**config.mk**
```make
export PLATFORM = sky130hd
export DESIGN_NAME = arbiter_8x1_32bit_flat
export DESIGN_NICKNAME = d
export VERILOG_FILES = /design/src/rtl/arbiter_8x1_32bit_if.sv /design/src/rtl/arbiter_8x1_32bit.sv /design/src/flat_wrapper.sv
export SDC_FILE = /design/constraint.sdc
export NUM_CORES = 1
export LEC_CHECK = 0
export CAP_MARGIN = 10
export CORE_AREA = 2 2 120 122
export DETAILED_ROUTE_END_ITERATION = 8
export DIE_AREA = 0 0 122 124
export PLACE_DENSITY_LB_ADDON = 0.3
export SYNTH_ARGS = -nofsm -noshare
export SYNTH_HDL_FRONTEND = slang
export SYNTH_SLANG_ARGS = --single-unit
```
**constraint.sdc**
```tcl
create_clock -name clk -period 1.5 [get_ports clk]
set_input_delay 0.3 -clock clk [delete_from_list [all_inputs] [get_ports clk]]
set_output_delay 0.3 -clock clk [all_outputs]
set_load 0.1 [all_outputs]
```
**src/rtl/arbiter_8x1_32bit_if.sv**
```systemverilog
// Request/grant and output-word bundle shared by arbiter_8x1_32bit and its consumer.
// master drives requests and ready; slave is the arbiter.
interface arbiter_8x1_32bit_if #(
   parameter int DATA_W = 32
);
   logic [7:0]          req;
   logic [8*DATA_W-1:0] data_in;
   logic [7:0]          grant;
   logic [2:0]          out_sel;
   logic [DATA_W-1:0]   out_data;
   logic                out_valid;
   logic                out_ready;

   modport master (
      output req, data_in, out_ready,
      input  grant, out_sel, out_data, out_valid
   );

   modport slave (
      input  req, data_in, out_ready,
      output grant, out_sel, out_data, out_valid
   );
endinterface

```
**src/rtl/arbiter_8x1_32bit.sv**
```systemverilog
// 8-requester arbiter capturing the winner's word through a single 8x1 mux into a held output.
// Define ARB_ROUND_ROBIN_EN for round-robin arbitration; default is fixed lowest-index priority.
module arbiter_8x1_32bit #(
   parameter int DATA_W = 32
) (
   input logic                clk,
   input logic                rst_n,
   arbiter_8x1_32bit_if.slave bus
);
   localparam logic [0:0] ST_IDLE = 1'b0;
   localparam logic [0:0] ST_BUSY = 1'b1;

   logic [0:0]        r_state;
   logic [7:0]        r_grant;
   logic [2:0]        r_sel;
   logic [DATA_W-1:0] r_data;
   logic              r_valid;

   logic [2:0]        w_winner;
   logic [DATA_W-1:0] w_mux_data;
   logic              w_capture;
   logic              w_handshake;

   assign w_capture   = (r_state == ST_IDLE) && (|bus.req);
   assign w_handshake = (r_state == ST_BUSY) && r_valid && bus.out_ready;

`ifdef ARB_ROUND_ROBIN_EN
   logic [2:0] r_ptr;

   // Scan downward so the last hit is the first set bit at or after the pointer.
   always_comb begin
      // NOTE: default assignment first so every path drives w_winner and no latch is inferred.
      w_winner = r_ptr;
      for (int k = 7; k >= 0; k--) begin
         if (bus.req[r_ptr + 3'(k)]) w_winner = r_ptr + 3'(k);
      end
   end

   always_ff @(posedge clk or negedge rst_n) begin
      if (!rst_n)           r_ptr <= 3'd0;
      else if (w_handshake) r_ptr <= r_sel + 3'd1;
   end
`else
   always_comb begin
      w_winner = 3'd0;
      for (int k = 7; k >= 0; k--) begin
         if (bus.req[3'(k)]) w_winner = 3'(k);
      end
   end
`endif

   // The only data path: one 8x1 mux steered by the arbitration result.
   assign w_mux_data = bus.data_in[w_winner*DATA_W +: DATA_W];

   always_ff @(posedge clk or negedge rst_n) begin
      if (!rst_n) begin
         r_state <= ST_IDLE;
         r_grant <= 8'd0;
         r_sel   <= 3'd0;
         r_data  <= '0;
         r_valid <= 1'b0;
      end else begin
         // NOTE: non-blocking assignments so every register updates from pre-edge values.
         r_grant <= 8'd0;
         case (r_state)
            ST_IDLE: begin
               if (w_capture) begin
                  r_sel   <= w_winner;
                  r_data  <= w_mux_data;
                  r_valid <= 1'b1;
                  r_grant <= 8'd1 << w_winner;
                  r_state <= ST_BUSY;
               end
            end
            ST_BUSY: begin
               if (w_handshake) begin
                  r_valid <= 1'b0;
                  r_state <= ST_IDLE;
               end
            end
            default: r_state <= ST_IDLE;
         endcase
      end
   end

   assign bus.grant     = r_grant;
   assign bus.out_sel   = r_sel;
   assign bus.out_data  = r_data;
   assign bus.out_valid = r_valid;
endmodule

```
**src/flat_wrapper.sv**
```systemverilog
// flat-port wrapper written by rule: the top's interface ports become plain ports
module arbiter_8x1_32bit_flat 
#(
   parameter int DATA_W = 32
)
  (clk, rst_n, bus_req, bus_data_in, bus_out_ready, bus_grant, bus_out_sel, bus_out_data, bus_out_valid);
  arbiter_8x1_32bit_if #(.DATA_W(DATA_W)) bus_i ();
  input logic clk;
  input logic rst_n;
  input wire logic [$bits(bus_i.req)-1:0] bus_req;
  input wire logic [$bits(bus_i.data_in)-1:0] bus_data_in;
  input wire logic [$bits(bus_i.out_ready)-1:0] bus_out_ready;
  output wire logic [$bits(bus_i.grant)-1:0] bus_grant;
  output wire logic [$bits(bus_i.out_sel)-1:0] bus_out_sel;
  output wire logic [$bits(bus_i.out_data)-1:0] bus_out_data;
  output wire logic [$bits(bus_i.out_valid)-1:0] bus_out_valid;
  assign bus_i.req = bus_req;
  assign bus_i.data_in = bus_data_in;
  assign bus_i.out_ready = bus_out_ready;
  assign bus_grant = bus_i.grant;
  assign bus_out_sel = bus_i.out_sel;
  assign bus_out_data = bus_i.out_data;
  assign bus_out_valid = bus_i.out_valid;
  arbiter_8x1_32bit #(.DATA_W(DATA_W)) u_core (.clk(clk), .rst_n(rst_n), .bus(bus_i));
endmodule
```
== Word-level counts from Yosys, hierarchy flattened ==
Cells that the tools add are included.
Word-level totals
  word-level logic and storage cells: 28
  bits in registers: 45
  output and inout bits: 44
  input port bits: 267
Operators by class
  shift operators: 2
  eq/ne operators: 2
  multiplexer cells: 12
  reduce and logical (&&, ||, !) cells: 6
  bitwise gates (word level): 1
Operators with widths (number)
  variable part select 256 x 9 -> 32 bit: 1
  2-to-1 mux 8 bit: 2
  2-to-1 mux 3 bit: 4
  OR reduction 8 bit: 1
  << shifter 1 x 3 -> 8 bit, first input constant: 1
  2-to-1 mux 1 bit: 4
  one-hot mux 1 bit (2 select lines): 2
  AND reduction 2 bit: 2
  logical AND 1 bit: 3
  != test 2 x 1 -> 1 bit, second input constant: 1
  != test 2 bit, second input constant: 1
  inverter 1 bit: 1

== Logic depth before layout (Yosys ltp) ==
Gate-level depths: netlist of run 1.
  word-level depth: 7
  depth in mapped cells: 6
  gate-level depth less buffers: 3

== Worst setup path before layout of run 1 ==
No wires, ideal clock.
  path kind: input to register
  start point: input bus_req[2]
  end point: register u_core.r_data[19], in the netlist u_core.bus.out_data[19]
  stages: 5
  setup time: 136 ps
  arrival time: 1304 ps
  slack: 60 ps
  buffers on the path: 2
  data required time: 1364 ps
  path through: buf_6 clkbuf_8 mux2_2 a222oi_1 mux2i_1
On the way
  word-level cells in the longest chain between the ends: 4
  elaborated cells between the ends (all ways): 7
  classes of those cells: shift (1); mux (3); reduce/logical (3)
Ends and longest elaborated chain
  start, declared: line flat_wrapper.sv:10  | input wire logic [$bits(bus_i.req)-1:0] bus_req;
  2-to-1 mux 3 bit (3 in series): line arbiter_8x1_32bit.sv:47  | if (bus.req[3'(k)]) w_winner = 3'(k);
  variable part select 256 x 9 -> 32 bit: line arbiter_8x1_32bit.sv:53  | assign w_mux_data = bus.data_in[w_winner*DATA_W +: DATA_W];
  end signal, assigned: line arbiter_8x1_32bit.sv:69  | r_data <= w_mux_data;
  end, declared: line arbiter_8x1_32bit.sv:16  | logic [DATA_W-1:0] r_data;
Parallel ways exist; a longest one is shown, timed or not.
A chain may end at the register's enable or synchronous reset.

== Final worst setup path of run 1 ==
  start point: input bus_req[2]
  end point: register u_core.r_data[5], in the netlist u_core.bus.out_data[5]
The elaborated chain is that of the path after synthesis.

==> results by group, run 1 <==
Yosys
  – Netlist cell types: 25
  – Avg Inst Size Synth: 11.83 um2
  – Yosys warns: 0
  – Synth Register Bits: 40
  – Sequential area share after synthesis: 40.28%
  – Gate Count Post-Synth: 210
  – Mapped Area: 2485 um2

Layout
  – Final #Nets: 663
  – Share of cells above drive strength 1: 26.90%
  – Post-layout util: 37.33%
  – Synth-to-Final Area Change: 106.1%

Clocking
  – Clk Tree Root Cell: clkbuf_16
  – H-tree Lvls: 2
  – CTS Buffer Depth: 2
  – Skew-Pair Late Insertion Delay: 0.28 ns
  – Num CTS Buffers: 5
  – TritonCTS clock tree: done
  – CTS clk-pin slew, worst paths: 0.06 ns
  – Clock sinks: 40

Global routing
  – Total GRT Usage: 12.44%
  – Vias in the first global route: 2513
  – Largest net degree at the start of global routing: 41
  – GRT overflow: 0
  – Antenna violations before repair: 1
  – Wire length of the first global-routing pass: 14060 um

Timing
  – Final setup vio count: 0
  – Tcrit/Tclk final: 95.34%
  – Final Hold Fails: 0
  – Hold Slack: 0.4797 ns
  – Final worst slack: 0.06995 ns
  – Unrepaired setup endpoints after global routing: false
  – Fmax: 0.6993 GHz
  – Final Critical Period: 1.430 ns
  – Skew final: 0.006421 ns
  – Slew Limit Fails: 0

Detailed routing
  – Via count: 2438
  – DR WL/cell: 17.07 um
  – Routed Antenna Nets: 0
  – Mean number of vias per cell: 4.240
  – Iter 0 DRT Violations: 153
  – Pre-Repair DR Iteration Count: 8
  – Routed wire length: 9815 um
  – Drc violations: 0

Power and ir drop
  – VDD IR max: 0.0006236 V
  – LEAKAGE: 2.121 nW
  – Pwr/cell area: 1937 nW/um2

Die
  – Die H: 124 um
  – Die area: 15130 um2
  – Starting Density: 18.11%
  – Core Region: 13720 um2
  – Core Rows: 43
  – Num ports: 311
  – Die W: 122 um

Placed design
  – Worst slack, placed: -0.3711 ns
  – Post-DP HPWL: 7576 um
  – Routability cong.: 0.7080
  – Port buffer count: 177

Hold path
  – Hold Crit Class: in -> reg

Setup path
  – CP startpoint kind: input pin
  – Setup crit end kind: register
  – Worst path max stage delay: 0.41 ns
  – Delay-heaviest family, CP: multiplexers
  – R2R Setup Slk: 0.23 ns
  – Slowest CP cell: a222oi_1
  – Cells along the critical path: buf_2, buf_12, mux2_2, a222oi_1, mux2i_2
  – Worst Path Buf+Inv: 2
  – Crit path DAT: 1.57 ns
  – WS Path Type: in -> reg
  – Highest net fanout along the worst path: 19
  – CP Data Required Time: 1.64 ns

Run status
  – Status: completed

Flow run
  – Max cap viols: 0
## cell usage after synthesis (all sizes together)
| cell type | instances | share of area [%] |
|---|---|---|
| mux2i | 32 | 13 |
| nor2 | 2 | 0.60 |
| mux2 | 34 | 16 |
| nand3 | 2 | 0.40 |
| buf | 11 | 5.0 |
| nand2b | 1 | 0.25 |
| a2bb2oi | 1 | 0.35 |
| a21oi | 1 | 0.20 |
| conb | 1 | 0.15 |
| clkbuf | 12 | 3.0 |
| nor2b | 2 | 0.50 |
| nor4 | 1 | 0.86 |
| dfrtp | 40 | 40 |
| nor3 | 1 | 0.20 |
| inv | 33 | 5.0 |
| a31oi | 1 | 0.25 |
| and3 | 2 | 0.50 |
| a222oi | 32 | 13 |
| o21a | 1 | 0.30 |
## placed cells by master, fill, tap and decap left out, types with 2 or more instances in the layout
cell,count
conb_1,5
buf_4,9
buf_2,3
nand3_1,2
mux2_4,6
mux2_2,28
dlygate4sd2_1,3
inv_1,33
clkdlybuf4s50_1,131
a222oi_1,32
and3_1,2
mux2i_1,31
clkbuf_16,5
buf_12,48
dfrtp_1,40
## flip-flops by register name, indices dropped and copies added (netlist names)
signal,flops
u_core.bus.out_data,32
u_core.bus.grant,4
u_core.bus.out_sel,2
u_core.r_state,1
u_core.bus.out_valid,1
## power breakdown
group | total, mW | switching, mW | internal (mW)
logic | 6.87 | 4.30 | 2.56
clock network | 0.993 | 0.405 | 0.588
registers | 2.06 | 0.510 | 1.55
## worst register-to-register path, stage by stage, from the launching register on
cell and delay, ns:
dfrtp_1 0.41, a31oi_4 0.23, buf_4 0.17, buf_12 0.15, mux2i_2 0.23
## timing repair
action                                  in CTS  in global routing
hold buffers                                 1                  0
hold endpoints to repair                     8                  0
endpoints found under the setup margin      20                 28
gates cloned                                 1                  0
setup buffers                                2                  1
pin swaps                                    2                  2
gates resized for setup                      4                  2
## metrics by stage
step / power [mW] / TNS, ns / std cells / cell area, um2
6_report: 9.920 / 0 / 575 / 5121
3_5_place_dp: 8.954 / -11.17 / 564 / 4922
4_1_cts: 10.03 / 0 / 573 / 5105
2_1_floorplan: 5.981 / 0 / 214 / 2500
5_1_grt: 10.30 / 0 / 574 / 5119
3_3_place_gp: 8.913 / -10.21 / 564 / 4922
## metal layers
layer,part of all wire (%),wire [um],global-route usage [%]
met3,16,1522,6.502
met2,42,4105,19.83
met5,0,0,0
met4,0.90,88,2.802
met1,42,4098,14.89
## cells by family (layout without fill, tap and decap cells)
family | Yosys count | count (layout) | share of synthesized area (%)
flops | 40 | 40 | 40.28
other cells | 1 | 6 | 0.1509
buf+inv | 56 | 236 | 13.04
mux | 66 | 66 | 29.20
simple gates | 11 | 11 | 3.323
compound gates | 36 | 36 | 14.00
## worst paths after layout
check | from | end | cells after the start
setup / recovery | bus_req[2] | u_core.bus.out_data[5] | 5
hold / removal | bus_req[1] | u_core.bus.grant[1] | 3
setup reg to reg | u_core.r_state | u_core.bus.out_data[5] | 4
hold reg to reg | u_core.bus.out_data[4] | u_core.bus.out_data[4] | 2
max in group asynchronous | rst_n | u_core.bus.out_data[3] | 3
min in group asynchronous | rst_n | u_core.bus.out_data[17] | 3
## cell type report
type / count / area (um2)
antenna: 1 / 2.502
clock buffer: 5 / 125.1
fill: 1336 / 8598
inverter: 33 / 123.9
multi-input combinational: 118 / 1196
sequential: 40 / 1001
tap: 180 / 225.2
timing repair buffer: 198 / 2447
(Power assumes the default switching activity.)
==> run 2, diff against run 1 <==
Settings changed: RECOVER_POWER set to 100.
==> run 2 against run 1 <==
Via count increased by 1.3%. Combinational power decreased by 20%. Total power decreased by 17%. Final cell count unchanged. Largest cell class unchanged. Sequential cell count unchanged. Highest routed layer unchanged. Setup slack got worse by 0.015 ns. Maximum frequency decreased by 1.1%. Critical endpoint unchanged. Largest power group unchanged.
==> results by group, run 2 (synthesized netlist as in run 1, its figures left out) <==
Run status
  – Status: completed

Clocking
  – Clock sinks: 40
  – Clk Tree Root Cell: clkbuf_16
  – CTS Buffer Depth: 2
  – TritonCTS clock tree: done
  – H-tree Lvls: 2
  – Skew-Pair Late Insertion Delay: 0.28 ns
  – CTS clk-pin slew, worst paths: 0.06 ns
  – Num CTS Buffers: 5

Placed design
  – Post-DP HPWL: 7576 um
  – Routability cong.: 0.7080
  – Worst slack, placed: -0.3711 ns
  – Port buffer count: 177
  – Placed cells: 564

Hold path
  – Min-delay src: bus_req[1]
  – Worst hold path endpoint: u_core.bus.grant[1]
  – Hold Crit Depth: 3
  – Hold Crit Class: in -> reg

Setup path
  – Cells along the critical path: buf_2, buf_8, mux2_2, a222oi_1, mux2i_2
  – Highest net fanout along the worst path: 19
  – Delay-heaviest family, CP: multiplexers
  – Worst path max stage delay: 0.41 ns
  – WS Path Type: in -> reg
  – Setup crit end kind: register
  – Slowest CP cell: a222oi_1
  – CP startpoint kind: input pin
  – CP Data Required Time: 1.64 ns
  – Crit path DAT: 1.58 ns
  – Worst Path Buf+Inv: 2
  – R2R Path End: u_core.bus.out_data[7]
  – R2R Setup Slk: 0.22 ns
  – Critical R2R Launch: u_core.r_state
  – R2R depth: 4

Timing
  – Final Hold Fails: 0
  – Tcrit/Tclk final: 96.37%
  – Slew Limit Fails: 0
  – Unrepaired setup endpoints after global routing: false
  – Final setup vio count: 0
  – Final Critical Period: 1.446 ns
  – Least-Margin Pin Slew: 0.5914 ns
  – Fmax: 0.6918 GHz
  – Post-route setup TNS: 0 ns
  – Skew final: 0.005755 ns
  – Final worst slack: 0.05446 ns
  – Slew headroom: 60.57%

Layout
  – Layout fillers: 1403
  – Post-layout util: 33.13%
  – Finished Layout Cells: 575
  – Share of cells above drive strength 1: 26.65%
  – Synth-to-Final Area Change: 82.93%
  – Commonest non-fill, non-tap cell in the layout: clkdlybuf4s50_1
  – Final #Nets: 663
  – Max FFs per register: 32
  – Most frequent cells in the layout: 131 x clkdlybuf4s50_1, 40 x dfrtp_1, 33 x inv_1

Die
  – Core Region: 13720 um2
  – Die H: 124 um
  – Core Rows: 43
  – Starting Density: 18.11%
  – Die W: 122 um
  – Die area: 15130 um2
  – Num ports: 311

Detailed routing
  – Met2 WL: 4127 um
  – DR WL/cell: 17.17 um
  – Drc violations: 0
  – Via count: 2469
  – Routed wire length: 9874 um
  – Wl on met1: 4163 um
  – Pre-Repair DR Iteration Count: 6
  – Iter 0 DRT Violations: 150
  – Mean number of vias per cell: 4.294
  – DR top layer: met4
  – Routed Antenna Nets: 0
  – Met3 WL: 1495 um

Global routing
  – Vias in the first global route: 2513
  – Largest net degree at the start of global routing: 41
  – Total GRT Usage: 12.44%
  – Antenna violations before repair: 1
  – GRT overflow: 0
  – Wire length of the first global-routing pass: 14060 um

Power and ir drop
  – LEAKAGE: 1.930 nW
  – VDD IR max: 0.0005318 V
  – Total power after layout: 8.269 mW
  – Pwr/cell area: 1819 nW/um2

Flow run
  – Max cap viols: 0
## run 2: cell count changes in the layout (fill, tap and decap cells not counted), sizes merged
cell    delta
buf       -20
clkbuf    +20
## run 2: metal layers
layer | up-vias | global-route usage, %
met5 | - | 0
met4 | 0 | 2.802
met3 | 6 | 6.502
met2 | 159 | 19.83
met1 | 1158 | 14.89
li1 | 1146 | -
## run 2: through the flow
stage / hold WS (ns) / cell area [um2]
global route: 0.5078 / 4543
floorplan: 0.004409 / 2500
global placement: 0.2964 / 4922
CTS: 0.4784 / 5105
finish: 0.4812 / 4546
detailed placement: 0.3046 / 4922
## run 2: power by group
group	internal [mW]	switching, mW	total [mW]
sequential	1.55	0.234	1.78
clock	0.588	0.404	0.992
combinational	1.18	4.32	5.50
total	3.31	4.95	8.27
## run 2: cell type report
cell class	instances	area (um2)	share of cell area (%)
Timing Repair Buffer	198	1872	41.18
Multi-Input combinational cell	118	1196	26.31
Inverter	33	123.9	2.725
Tap cell	180	225.2	4.955
Sequential cell	40	1001	22.02
Clock buffer	5	125.1	2.753
Antenna cell	1	2.502	0.05505
## run 2: worst min-delay path, delay by kind of cell
family,cells,cell delay (ns)
buffers and inverters,2,0.37
and+or+nand+nor,1,0.05
## run 2: how the worst max path moves through the flow
stage,start,to,slack [ns],cells past startpoint
finish,bus_req[2],u_core.bus.out_data[5],0.05,5
global route,bus_req[2],u_core.bus.out_data[29],0.01,5
CTS,bus_req[7],u_core.bus.out_data[5],0.05,6
detailed placement,bus_req[1],u_core.bus.out_data[2],-0.37,5
global placement,bus_req[1],u_core.bus.out_data[5],-0.32,5
floorplan,bus_req[2],u_core.bus.out_data[19],0.06,5
## run 2: repair_timing
| action | CTS | global route |
|---|---|---|
| pin swaps | 2 | 2 |
| setup buffers | 2 | 1 |
| setup endpoints to repair | 20 | 28 |
| gates cloned | 1 | 0 |
| hold buffers | 1 | 0 |
| endpoints found under the hold margin | 8 | 0 |
| gates resized for setup | 4 | 2 |
==> run 3, diff against run 2 <==
Settings changed: GPL_TIMING_DRIVEN set to 0.
==> run 3 against run 2 <==
Sequential cell count did not move. Final cell count grew 1.4%. Setup slack lost 0.022 ns. Wire length increased by 2.6%. Register-to-register slack worse by 0.03 ns.
==> results by group, run 3 (synthesized netlist as in run 1, its figures left out) <==
Clocking
  – Skew-Pair Late Insertion Delay: 0.28 ns
  – CTS Buffer Depth: 2
  – Clock sinks: 40
  – Post-CTS Hold Buffers: 0
  – H-tree Lvls: 2
  – CTS clk-pin slew, worst paths: 0.06 ns
  – Clk Tree Root Cell: clkbuf_16
  – Num CTS Buffers: 5
  – TritonCTS clock tree: done

Global routing
  – Total GRT Usage: 13.12%
  – Wire length of the first global-routing pass: 14860 um
  – Antenna violations before repair: 1
  – Largest net degree at the start of global routing: 23
  – Vias in the first global route: 2662
  – GRT overflow: 0

Setup path
  – R2R Path End: u_core.bus.out_data[6]
  – Delay-heaviest family, CP: buffers and inverters
  – CP startpoint: u_core.bus.grant[3]
  – Critical R2R Launch: u_core.r_state
  – Crit path DAT: 1.17 ns
  – Setup crit end kind: output port
  – Highest net fanout along the worst path: 1
  – CP Data Required Time: 1.20 ns
  – WS Path Type: reg -> out
  – Crit path depth: 1
  – R2R Setup Slk: 0.19 ns
  – Cells along the critical path: clkdlybuf4s18_2
  – Worst Path Buf+Inv: 1
  – Worst path max stage delay: 0.54 ns
  – R2R depth: 4
  – End of the critical path: bus_grant[3]
  – CP startpoint kind: register
  – Slowest CP cell: clkdlybuf4s18_2

Detailed routing
  – Via count: 2490
  – Iter 0 DRT Violations: 122
  – Mean number of vias per cell: 4.271
  – Drc violations: 0
  – Routed Antenna Nets: 0
  – Pre-Repair DR Iteration Count: 8
  – DR WL/cell: 17.38 um
  – Routed wire length: 10130 um

Timing
  – Final Critical Period: 1.468 ns
  – Skew final: 0.007313 ns
  – Unrepaired setup endpoints after global routing: false
  – Post-route setup TNS: 0 ns
  – Least-Margin Pin Slew: 1.367 ns
  – Fmax: 0.6812 GHz
  – Slew Limit Fails: 0
  – Tcrit/Tclk final: 97.86%
  – Final setup vio count: 0
  – Final Hold Fails: 0
  – Slew headroom: 8.863%

Die
  – Die W: 122 um
  – Core Rows: 43
  – Core Region: 13720 um2
  – Num ports: 311
  – Die H: 124 um
  – Die area: 15130 um2
  – Starting Density: 18.11%

Power and ir drop
  – Internal Pwr Total: 3.260 mW
  – Sequential share of power: 21.8%
  – Combinational power share: 65.0%
  – VDD IR max: 0.0007606 V
  – Pwr/cell area: 1818 nW/um2
  – Psw: 4.983 mW
  – Clock share of power: 13.2%
  – Sw frac: 60.45%
  – LEAKAGE: 1.961 nW

Layout
  – Post-layout util: 33.04%
  – Most frequent cells in the layout: 131 x clkdlybuf4s50_1, 40 x clkbuf_2, 40 x dfrtp_1
  – Max FFs per register: 32
  – Synth-to-Final Area Change: 82.43%
  – Commonest non-fill, non-tap cell in the layout: clkdlybuf4s50_1
  – Share of cells above drive strength 1: 27.61%
  – Final #Nets: 668

Flow run
  – Max cap viols: 0

Placed design
  – Routability cong.: 0.6990
  – Post-DP HPWL: 7806 um
  – Port buffer count: 175

Hold path
  – Hold Crit Class: in -> async

Run status
  – Status: completed
[run 3: how the worst min path moves through the flow]
stage          slack, ns                     to
3_5_place_dp        0.34         u_core.r_state
2_1_floorplan      0.004    u_core.bus.grant[0]
6_report            0.31         u_core.r_state
4_1_cts             0.02         u_core.r_state
3_3_place_gp        0.49  u_core.bus.out_sel[1]
5_1_grt             0.43         u_core.r_state
[run 3: layout make-up]
| cell class | instances | area [um2] |
|---|---|---|
| well taps | 180 | 225.2 |
| plain buffers | 23 | 212.7 |
| clock buffers | 6 | 138.9 |
| fillers | 1400 | 9186 |
| flip-flops and latches | 40 | 1001 |
| clock inverters | 2 | 10.01 |
| inverters | 33 | 123.9 |
| repair buffers | 180 | 1627 |
| multi-input cells | 118 | 1192 |
| diodes | 1 | 2.502 |
[run 3: stage by stage]
stage	power (mW)	area [um2]	std cells	worst slack (ns)	hold WS (ns)
finish	8.243	4533	583	0.03211	0.3088
global route	8.637	4531	582	0.0001137	0.4345
CTS	8.564	4639	581	0.0002631	0.02241
detailed placement	7.633	4499	570	-0.7941	0.3376
global placement	7.596	4477	569	-1.057	0.4921
floorplan	5.981	2500	214	0.06005	0.004409
[run 3: metal layers]
layer / track usage, % / routed length [um] / vias up
met4: 3.017 / 69 / 0
li1: - / - / 1168
met3: 5.220 / 1274 / 4
met1: 16.56 / 4414 / 1156
met2: 21.09 / 4374 / 162
met5: 0 / 0 / -
[run 3: power by group through the flow]
stage	sequential, mW	clock (mW)	combinational (mW)
floorplan	5.21	0	0.773
global placement	1.79	0	5.81
detailed placement	1.81	0	5.83
CTS	1.80	1.16	5.61
global route	1.86	1.20	5.58
finish	1.80	1.09	5.36
[run 3: repair_timing]
item                                    4_1_cts  5_1_grt
endpoints found under the setup margin       75       46
cloned                                        0        1
gates resized for setup                     168       40
pin swaps                                     2        2
hold endpoints to repair                      0        0
setup buffers                                 3        0
